[config.mk]
export PLATFORM = sky130hd
export DESIGN_NAME = bcd_down_counter
export DESIGN_NICKNAME = d
export VERILOG_FILES = /design/src/rtl/bcd_pkg.sv /design/src/rtl/bcd_digit_dn.sv /design/src/rtl/bcd_down_counter.sv
export SDC_FILE = /design/constraint.sdc
export NUM_CORES = 1
export LEC_CHECK = 0
export BUFFER_PORTS_ARGS = -buffer_cell sky130_fd_sc_hd__buf_2
export CAP_MARGIN = 30
export CORE_MARGIN = 4
export CORE_UTILIZATION = 37
export CTS_BUF_LIST = sky130_fd_sc_hd__clkbuf_16
export DETAILED_ROUTE_END_ITERATION = 10
export PLACE_DENSITY_LB_ADDON = 0.05
export SLEW_MARGIN = 5
export SYNTH_ARGS = -nofsm -noshare
export SYNTH_HDL_FRONTEND = slang
export SYNTH_SLANG_ARGS = --single-unit
[constraint.sdc]
create_clock -name clk -period 2.4 [get_ports clk]
set_clock_uncertainty 0.15 [all_clocks]
set_input_delay 0 -clock clk [delete_from_list [all_inputs] [get_ports clk]]
set_output_delay 0 -clock clk [all_outputs]
set_load 0.02 [all_outputs]
[src/rtl/bcd_pkg.sv]
// Shared BCD types, digit bounds and the load sanitiser used by the
// BCD up- and down-counters.
package bcd_pkg;

    typedef logic [3:0] bcd_digit_t;

    localparam bcd_digit_t BCD_MAX = 4'd9;
    localparam bcd_digit_t BCD_MIN = 4'd0;

    // Any non-decimal nibble (A-F) is clamped to 9 so a digit can never
    // hold an invalid code.
    function automatic bcd_digit_t bcd_sanitise(input bcd_digit_t d);
        return (d > BCD_MAX) ? BCD_MAX : d;
    endfunction

endpackage

[src/rtl/bcd_digit_dn.sv]
// One BCD down-counting digit: loads a sanitised value, decrements on
// dec and wraps 0 -> 9. Saturation at all-zero is decided by the top,
// which withholds dec from every digit when the whole count is zero, so
// an individual digit always wraps when told to decrement.
module bcd_digit_dn
    import bcd_pkg::*;
(
    input  logic       clk,
    input  logic       reset,
    input  logic       load,
    input  bcd_digit_t load_digit,
    input  logic       dec,
    output bcd_digit_t digit,
    output logic       is_zero
);

    bcd_digit_t r_digit;

    // Digit register: load has priority over decrement; reset clears.
    always_ff @(posedge clk or negedge reset) begin
        if (!reset) begin
            r_digit <= BCD_MIN;
        end else if (load) begin
            r_digit <= bcd_sanitise(load_digit);
        end else if (dec) begin
            r_digit <= (r_digit == BCD_MIN) ? BCD_MAX : (r_digit - 4'd1);
        end
    end

    assign digit   = r_digit;
    assign is_zero = (r_digit == BCD_MIN);

endmodule

[src/rtl/bcd_down_counter.sv]
// Loadable multi-digit BCD down-counter with per-digit borrow enables,
// a combinational zero flag and a registered one-cycle done pulse when a
// decrement takes the count from nonzero to zero.
// Build option: define BCD_DOWN_SAT_EN to saturate at zero instead of
// wrapping 0...0 -> 9...9.
module bcd_down_counter
    import bcd_pkg::*;
#(
    parameter int DIGITS = 4
) (
    input  logic                  clk,
    input  logic                  reset,
    input  logic                  load,
    input  logic [4*DIGITS-1:0]   load_val,
    input  logic                  en,
    output logic [4*DIGITS-1:0]   q,
    output logic [DIGITS-1:1]     brw,
    output logic                  zero,
    output logic                  done
);

    logic [DIGITS-1:0] w_is_zero;
    logic [DIGITS-1:0] w_low_zero;   // w_low_zero[i]: all digits below i are 0
    logic              w_count;
    logic              w_upper_zero;
    logic              w_is_one;
    logic              r_done;

`ifdef BCD_DOWN_SAT_EN
    // Saturating build: an all-zero count ignores en entirely.
    assign w_count = en & ~zero;
`else
    assign w_count = en;
`endif

    // Borrow chain: digit i may decrement only when every lower digit is 0.
    always_comb begin
        w_low_zero    = '0;
        w_low_zero[0] = 1'b1;
        for (int i = 1; i < DIGITS; i++) begin
            w_low_zero[i] = w_low_zero[i-1] & w_is_zero[i-1];
        end
    end

    genvar g;
    generate
        for (g = 0; g < DIGITS; g++) begin : g_digit
            bcd_digit_dn u_digit (
                .clk        (clk),
                .reset      (reset),
                .load       (load),
                .load_digit (load_val[4*g +: 4]),
                .dec        (w_count & w_low_zero[g]),
                .digit      (q[4*g +: 4]),
                .is_zero    (w_is_zero[g])
            );
        end
    endgenerate

    assign brw  = w_low_zero[DIGITS-1:1];
    assign zero = &w_is_zero;

    // The count is exactly 1 when digit 0 holds 1 and all others are 0;
    // decrementing from there is the only way to reach 0 by counting.
    assign w_upper_zero = &w_is_zero[DIGITS-1:1];
    assign w_is_one     = (q[3:0] == 4'd1) & w_upper_zero;

    // done pulses for one cycle after the decrement that lands on zero.
    always_ff @(posedge clk or negedge reset) begin
        if (!reset) begin
            r_done <= 1'b0;
        end else begin
            r_done <= ~load & en & w_is_one;
        end
    end

    assign done = r_done;

endmodule

==> results.py, run 1 <==
metrics = {
    "outcome": {
        "outcome": "completed",
    },
    "place": {
        "io_buffers": 40,
        "place_area_um2": 1240,
        "dp_cells": 182,
        "dp_hpwl_um": 2010,
        "place_congestion": 0.774,
        "place_ws_ps": 541,
    },
    "die": {
        "dieArea_um2": 3670,
        "num_rows": 18,
        "initial_utilization_pct": 40.2,
        "core_area_um2": 2540,
        "dieWidth_um": 60.6,
        "io_pins": 41,
        "die_y_um": 60.6,
    },
    "power_and_ir_drop": {
        "power_w": 0.000932,
        "peakVddDrop_mv": 0.352,
        "power_density_nw_per_um2": 570,
        "p_leak_nw": 0.728,
    },
    "sta": {
        "final.period_utilization_pct": 96.8,
        "tightest_slew_ps": 409,
        "finalSetupViolations": 0,
        "hold_viol_final": 0,
        "max_freq_ghz": 0.430,
        "rsz0062_at_grt": "yes",
        "slew_headroom_pct": 72.5,
        "layout_setup_ws_ps": 77.1,
        "holdWs_ps": 10.7,
        "finalMaxSlewViolations": 0,
        "finalCriticalPeriod_ps": 2320,
    },
    "cts": {
        "tritoncts": "built",
        "root_buffer": "clkbuf_16",
        "ctsLongestPathBuffers": 2,
        "post_cts_buffers": 0,
        "htree_levels": 1,
        "cts_buffers": 3,
        "clock_latency_ps": 250,
        "clk_pin_slew_ps": 50,
        "clock-sinks": 17,
    },
    "route": {
        "antenna_left": 0,
        "drtIter0Drc": 56,
        "drt-wirelength-per-cell_um": 13.5,
        "drt_wl_total_um": 2910,
        "first_pass_iters": 4,
        "num_vias": 1138,
        "post-route-drc-count": 0,
        "viasPerCell": 5.29,
    },
    "synth": {
        "synth_top_area_share_pct": 41.6,
        "synthTopCellsByArea": "dfrtp_1, o21ai_0, nor2_1",
        "syn_area_um2": 1020,
        "yosys_warnings": 0,
        "synthCells": 116,
        "avgSynthCellArea_um2": 8.81,
        "yosysTopAreaCell": "dfrtp_1",
        "synthDistinctLibCells": 35,
        "yosysSeqAreaShare_pct": 41.6,
        "synth_nets": 136,
        "synth-seq-cells": 17,
    },
    "setup_path": {
        "critPathMaxFanout": 8,
        "crit_start": "g_digit[0].u_digit.digit[1]$_DFFE_PN0P_",
        "cp-start-kind": "register",
        "worstRegToRegCells": 5,
        "r2r_end": "g_digit[1].u_digit.digit[2]$_DFFE_PN0P_",
        "regToRegSetupSlack_ps": 80,
        "critPathKind": "reg -> reg",
        "required_ps": 2380,
        "rr_startpoint": "g_digit[0].u_digit.digit[1]$_DFFE_PN0P_",
        "end_kind": "register",
        "arrival_ps": 2300,
    },
    "run": {
        "cap_violations": 0,
    },
    "finish": {
        "areaGrowthSynthToFinish_pct": 60.0,
        "layout.nets": 206,
        "diodes": 0,
        "final_cells": 215,
        "mostFrequentLayoutCell": "buf_2",
        "fill_cells": 228,
        "drive_gt1_share_pct": 27.6,
        "layout_common_cells": "buf_2, dlygate4sd3_1, dfrtp_1, o21ai_0, nor2_1",
        "final_cell_area_um2": 1640,
    },
    "global_routing": {
        "track_usage_pct": 17.7,
        "grt_pass1_vias": 1117,
        "overflow": 0,
        "grt_max_degree": 18,
        "antenna_found_initial": 0,
        "grt_pass1_wl_um": 4890,
    },
    "hold_path": {
        "worstHoldPathType": "in -> reg",
        "whs_path_depth": 2,
        "worstHoldEndpoint": "done$_DFF_PN0_",
        "hp-start": "load",
    },
}
==> power by group <==
part           internal [W]  switching (W)
combinational      0.000112       0.000124
sequential         0.000315      0.0000538
clock              0.000221       0.000106
total              0.000648       0.000284
==> worst max path at each step <==
stage	cells past startpoint	slack, ps	endpoint
floorplan	5	580	g_digit[3].u_digit.digit[2]$_DFFE_PN0P_
global placement	4	580	g_digit[3].u_digit.digit[2]$_DFFE_PN0P_
detailed placement	4	540	g_digit[3].u_digit.digit[2]$_DFFE_PN0P_
CTS	5	20	g_digit[1].u_digit.digit[2]$_DFFE_PN0P_
global route	5	-10	g_digit[3].u_digit.digit[1]$_DFFE_PN0P_
finish	5	80	g_digit[1].u_digit.digit[2]$_DFFE_PN0P_
==> Yosys cell counts <==
library cell / number
or4b_1: 1
xnor2_1: 1
buf_4: 1
nand4_1: 3
dfrtp_1: 17
nor2b_1: 3
nand4b_1: 1
a31oi_1: 3
nor3_2: 1
nand2b_1: 1
nand3_1: 1
o21bai_1: 1
nor3_1: 5
mux2i_1: 4
nand4_2: 1
inv_1: 2
o21ai_1: 1
nor4b_1: 1
o22ai_1: 1
nor4_4: 1
and3_2: 1
a21o_1: 1
o21a_1: 3
o31ai_1: 1
nor4_2: 1
nor4_1: 3
clkbuf_1: 3
or3b_1: 1
o21ai_0: 14
or3_1: 2
nand2_1: 11
o211ai_1: 2
nor2_1: 12
a21oi_1: 7
xor2_1: 4
==> sequential cells by signal, indices dropped and copies added (netlist names) <==
register	cells
done	1
g_digit.u_digit.digit	16
==> area by class of cell <==
cell class / instances / area [µm²] / area share [%]
Clock buffer: 3 / 75.1 / 4.59
Clock inverter: 1 / 3.75 / 0.230
Inverter: 2 / 7.51 / 0.459
Multi-Input combinational cell: 93 / 594 / 36.3
Sequential cell: 17 / 427 / 26.1
Tap cell: 30 / 37.5 / 2.30
Timing Repair Buffer: 69 / 490 / 30.0
==> cells by family after synthesis <==
family | Yosys count | share of synthesized area (%)
XOR/XNOR | 5 | 4.28
AND/OR/NAND/NOR | 50 | 28.5
AO/OA/AOI/OAI | 34 | 19.1
flip-flops | 17 | 41.6
buffers and inverters | 6 | 2.57
multiplexers | 4 | 3.92
==> layer usage <==
layer	part of all wire (%)	GRT usage, %	wire length [µm]	vias up
li1	-	-	-	567
met1	44	20.8	1270	532
met2	49	31.9	1430	35
met3	5.6	2.55	163	4
met4	1.2	7.43	36	0
met5	0	0	0	-
==> repair_timing <==
action                                  CTS  global route
endpoints found under the hold margin    34             0
endpoints found under the setup margin    0             3
hold buffers                             29             0
resized for setup                         0             5
==> worst max-delay path, cell delays in order, from the launching register on <==
cell and delay, ps:
dfrtp_1 460, or3_1 440, nor4_2 320, mux2i_1 220
o21ai_1 60, dlygate4sd3_1 550
==> stage by stage <==
| step | setup TNS (ps) | util, % |
|---|---|---|
| global route | -10.6 | 64.3 |
| detailed placement | 0 | 48.8 |
| CTS | 0 | 63.3 |
| floorplan | 0 | - |
| global placement | 0 | 48.8 |
| finish | 0 | 64.3 |
Note: power is estimated with default switching activity, not from simulation.
==> run 2, diff against run 1 <==
--- a/config.mk
+++ b/config.mk
@@ -8,7 +8,7 @@
 export BUFFER_PORTS_ARGS = -buffer_cell sky130_fd_sc_hd__buf_2
 export CAP_MARGIN = 30
 export CORE_MARGIN = 4
-export CORE_UTILIZATION = 37
+export CORE_UTILIZATION = 40
 export CTS_BUF_LIST = sky130_fd_sc_hd__clkbuf_16
 export DETAILED_ROUTE_END_ITERATION = 10
 export PLACE_DENSITY_LB_ADDON = 0.05
==> results.py, run 2 (synthesis results as in run 1) <==
metrics = {
    "sta": {
        "finalSetupViolations": 0,
        "rsz0062_at_grt": "no",
        "fin_tns_setup_ps": 0,
        "tightest_slew_ps": 435,
        "max_freq_ghz": 0.438,
        "finalMaxSlewViolations": 0,
        "slew_headroom_pct": 70.7,
        "hold_viol_final": 0,
        "final.period_utilization_pct": 95.1,
        "layout_setup_ws_ps": 118,
        "finalCriticalPeriod_ps": 2280,
    },
    "place": {
        "io_buffers": 40,
        "dp_hpwl_um": 1920,
        "place_congestion": 0.797,
        "place_ws_ps": 541,
    },
    "setup_path": {
        "required_ps": 2440,
        "cp_top_family": "simple AND/OR/NAND/NOR gates",
        "path_cells": "nand2b_2 -> or4b_1 -> a21oi_1 -> a21o_1 -> dlygate4sd3_1",
        "critPathMaxFanout": 9,
        "arrival_ps": 2320,
        "worst-path-stages": 5,
        "critPathKind": "reg -> reg",
        "slowest_delay_ps": 530,
        "end_kind": "register",
        "cp-start-kind": "register",
        "worstRegToRegCells": 5,
        "cp_slowest_cell": "dlygate4sd3_1",
        "crit_buf_inv": 1,
    },
    "cts": {
        "htree_levels": 1,
        "tritoncts": "built",
        "root_buffer": "clkbuf_16",
        "ctsLongestPathBuffers": 2,
        "clock_latency_ps": 250,
        "cts_buffers": 3,
        "clk_pin_slew_ps": 50,
        "clock-sinks": 17,
    },
    "finish": {
        "diodes": 0,
        "layout.nets": 207,
        "drive_gt1_share_pct": 26.9,
        "largest_reg_flops": 16,
        "layout_common_cells": "buf_2, dlygate4sd3_1, dfrtp_1, o21ai_0, nor2_1",
        "areaGrowthSynthToFinish_pct": 60.0,
        "mostFrequentLayoutCell": "buf_2",
        "fill_cells": 208,
    },
    "die": {
        "dieWidth_um": 58.6,
        "core_area_um2": 2450,
        "dieArea_um2": 3430,
        "die_y_um": 58.6,
        "io_pins": 41,
        "initial_utilization_pct": 41.6,
        "num_rows": 18,
    },
    "power_and_ir_drop": {
        "p_leak_nw": 0.733,
        "power_w": 0.000935,
        "power_density_nw_per_um2": 572,
        "peakVddDrop_mv": 0.483,
    },
    "global_routing": {
        "grt_pass1_vias": 1004,
        "overflow": 0,
        "antenna_found_initial": 0,
        "track_usage_pct": 17.4,
        "grt_pass1_wl_um": 4510,
        "grt_max_degree": 18,
    },
    "outcome": {
        "outcome": "completed",
    },
    "run": {
        "cap_violations": 0,
    },
    "hold_path": {
        "worstHoldPathType": "in -> async",
    },
    "route": {
        "drtIter0Drc": 28,
        "num_vias": 1137,
        "viasPerCell": 5.26,
        "drt_wl_total_um": 2870,
        "first_pass_iters": 4,
        "antenna_left": 0,
        "post-route-drc-count": 0,
        "drt-wirelength-per-cell_um": 13.3,
    },
}
[run 2: changes by cell type in the layout (fill, tap and decap cells not counted)]
cell     delta
buf_4       +1
dfrtp_1     +1
dfrtp_2     -1
nor4_1      +1
nor4_2      -1
[run 2: timing repair]
action                                  4_1_cts  5_1_grt
buffers inserted                              0        1
endpoints found under the setup margin        0        2
gates resized for setup                       0        3
hold endpoints to repair                     34        0
hold buffers                                 29        0
[run 2: where the power goes]
group          switching, W  leakage [nW]  internal (W)
logic              0.000123         0.484      0.000113
clock network      0.000111        0.0423      0.000221
registers         0.0000526         0.207      0.000314
total              0.000287         0.733      0.000648
[run 2: final timing paths]
check	start	to	slack (ps)
worst max-delay path	g_digit[0].u_digit.digit[0]$_DFFE_PN0P_	g_digit[0].u_digit.digit[2]$_DFFE_PN0P_	120
worst min-delay path	reset	done$_DFF_PN0_	60
worst max register to register	g_digit[0].u_digit.digit[0]$_DFFE_PN0P_	g_digit[0].u_digit.digit[2]$_DFFE_PN0P_	120
worst min register to register	g_digit[3].u_digit.digit[3]$_DFFE_PN0P_	g_digit[3].u_digit.digit[3]$_DFFE_PN0P_	480
max in group asynchronous	reset	g_digit[2].u_digit.digit[1]$_DFFE_PN0P_	1760
min in group clk	load_val[13]	g_digit[3].u_digit.digit[1]$_DFFE_PN0P_	420
[run 2: area by class of cell]
type,count,area (µm²),share of cell area [%]
multi-input cells,93,588,36.0
repair buffers,70,498,30.5
flip-flops and latches,17,425,26.0
clock buffers,3,75.1,4.59
well taps,30,37.5,2.30
inverters,2,7.51,0.459
clock inverters,1,3.75,0.230
[run 2: routing by layer]
| layer | routed length [µm] | up-vias | track usage [%] | part of all wire [%] |
|---|---|---|---|---|
| li1 | - | 570 | - | - |
| met1 | 1340 | 528 | 23.9 | 47 |
| met2 | 1360 | 35 | 27.6 | 47 |
| met3 | 136 | 4 | 2.85 | 4.7 |
| met4 | 36 | 0 | 5.96 | 1.3 |
| met5 | 0 | - | 0 | 0 |
[run 2: per-stage QoR]
step	hold slack [ps]	cell area (µm²)	instances	util, %
floorplan	-446	1020	116	-
global placement	-204	1240	182	50.6
detailed placement	-196	1240	182	50.6
CTS	83.4	1610	215	65.6
global route	111	1640	216	66.6
finish	64.2	1640	216	66.6
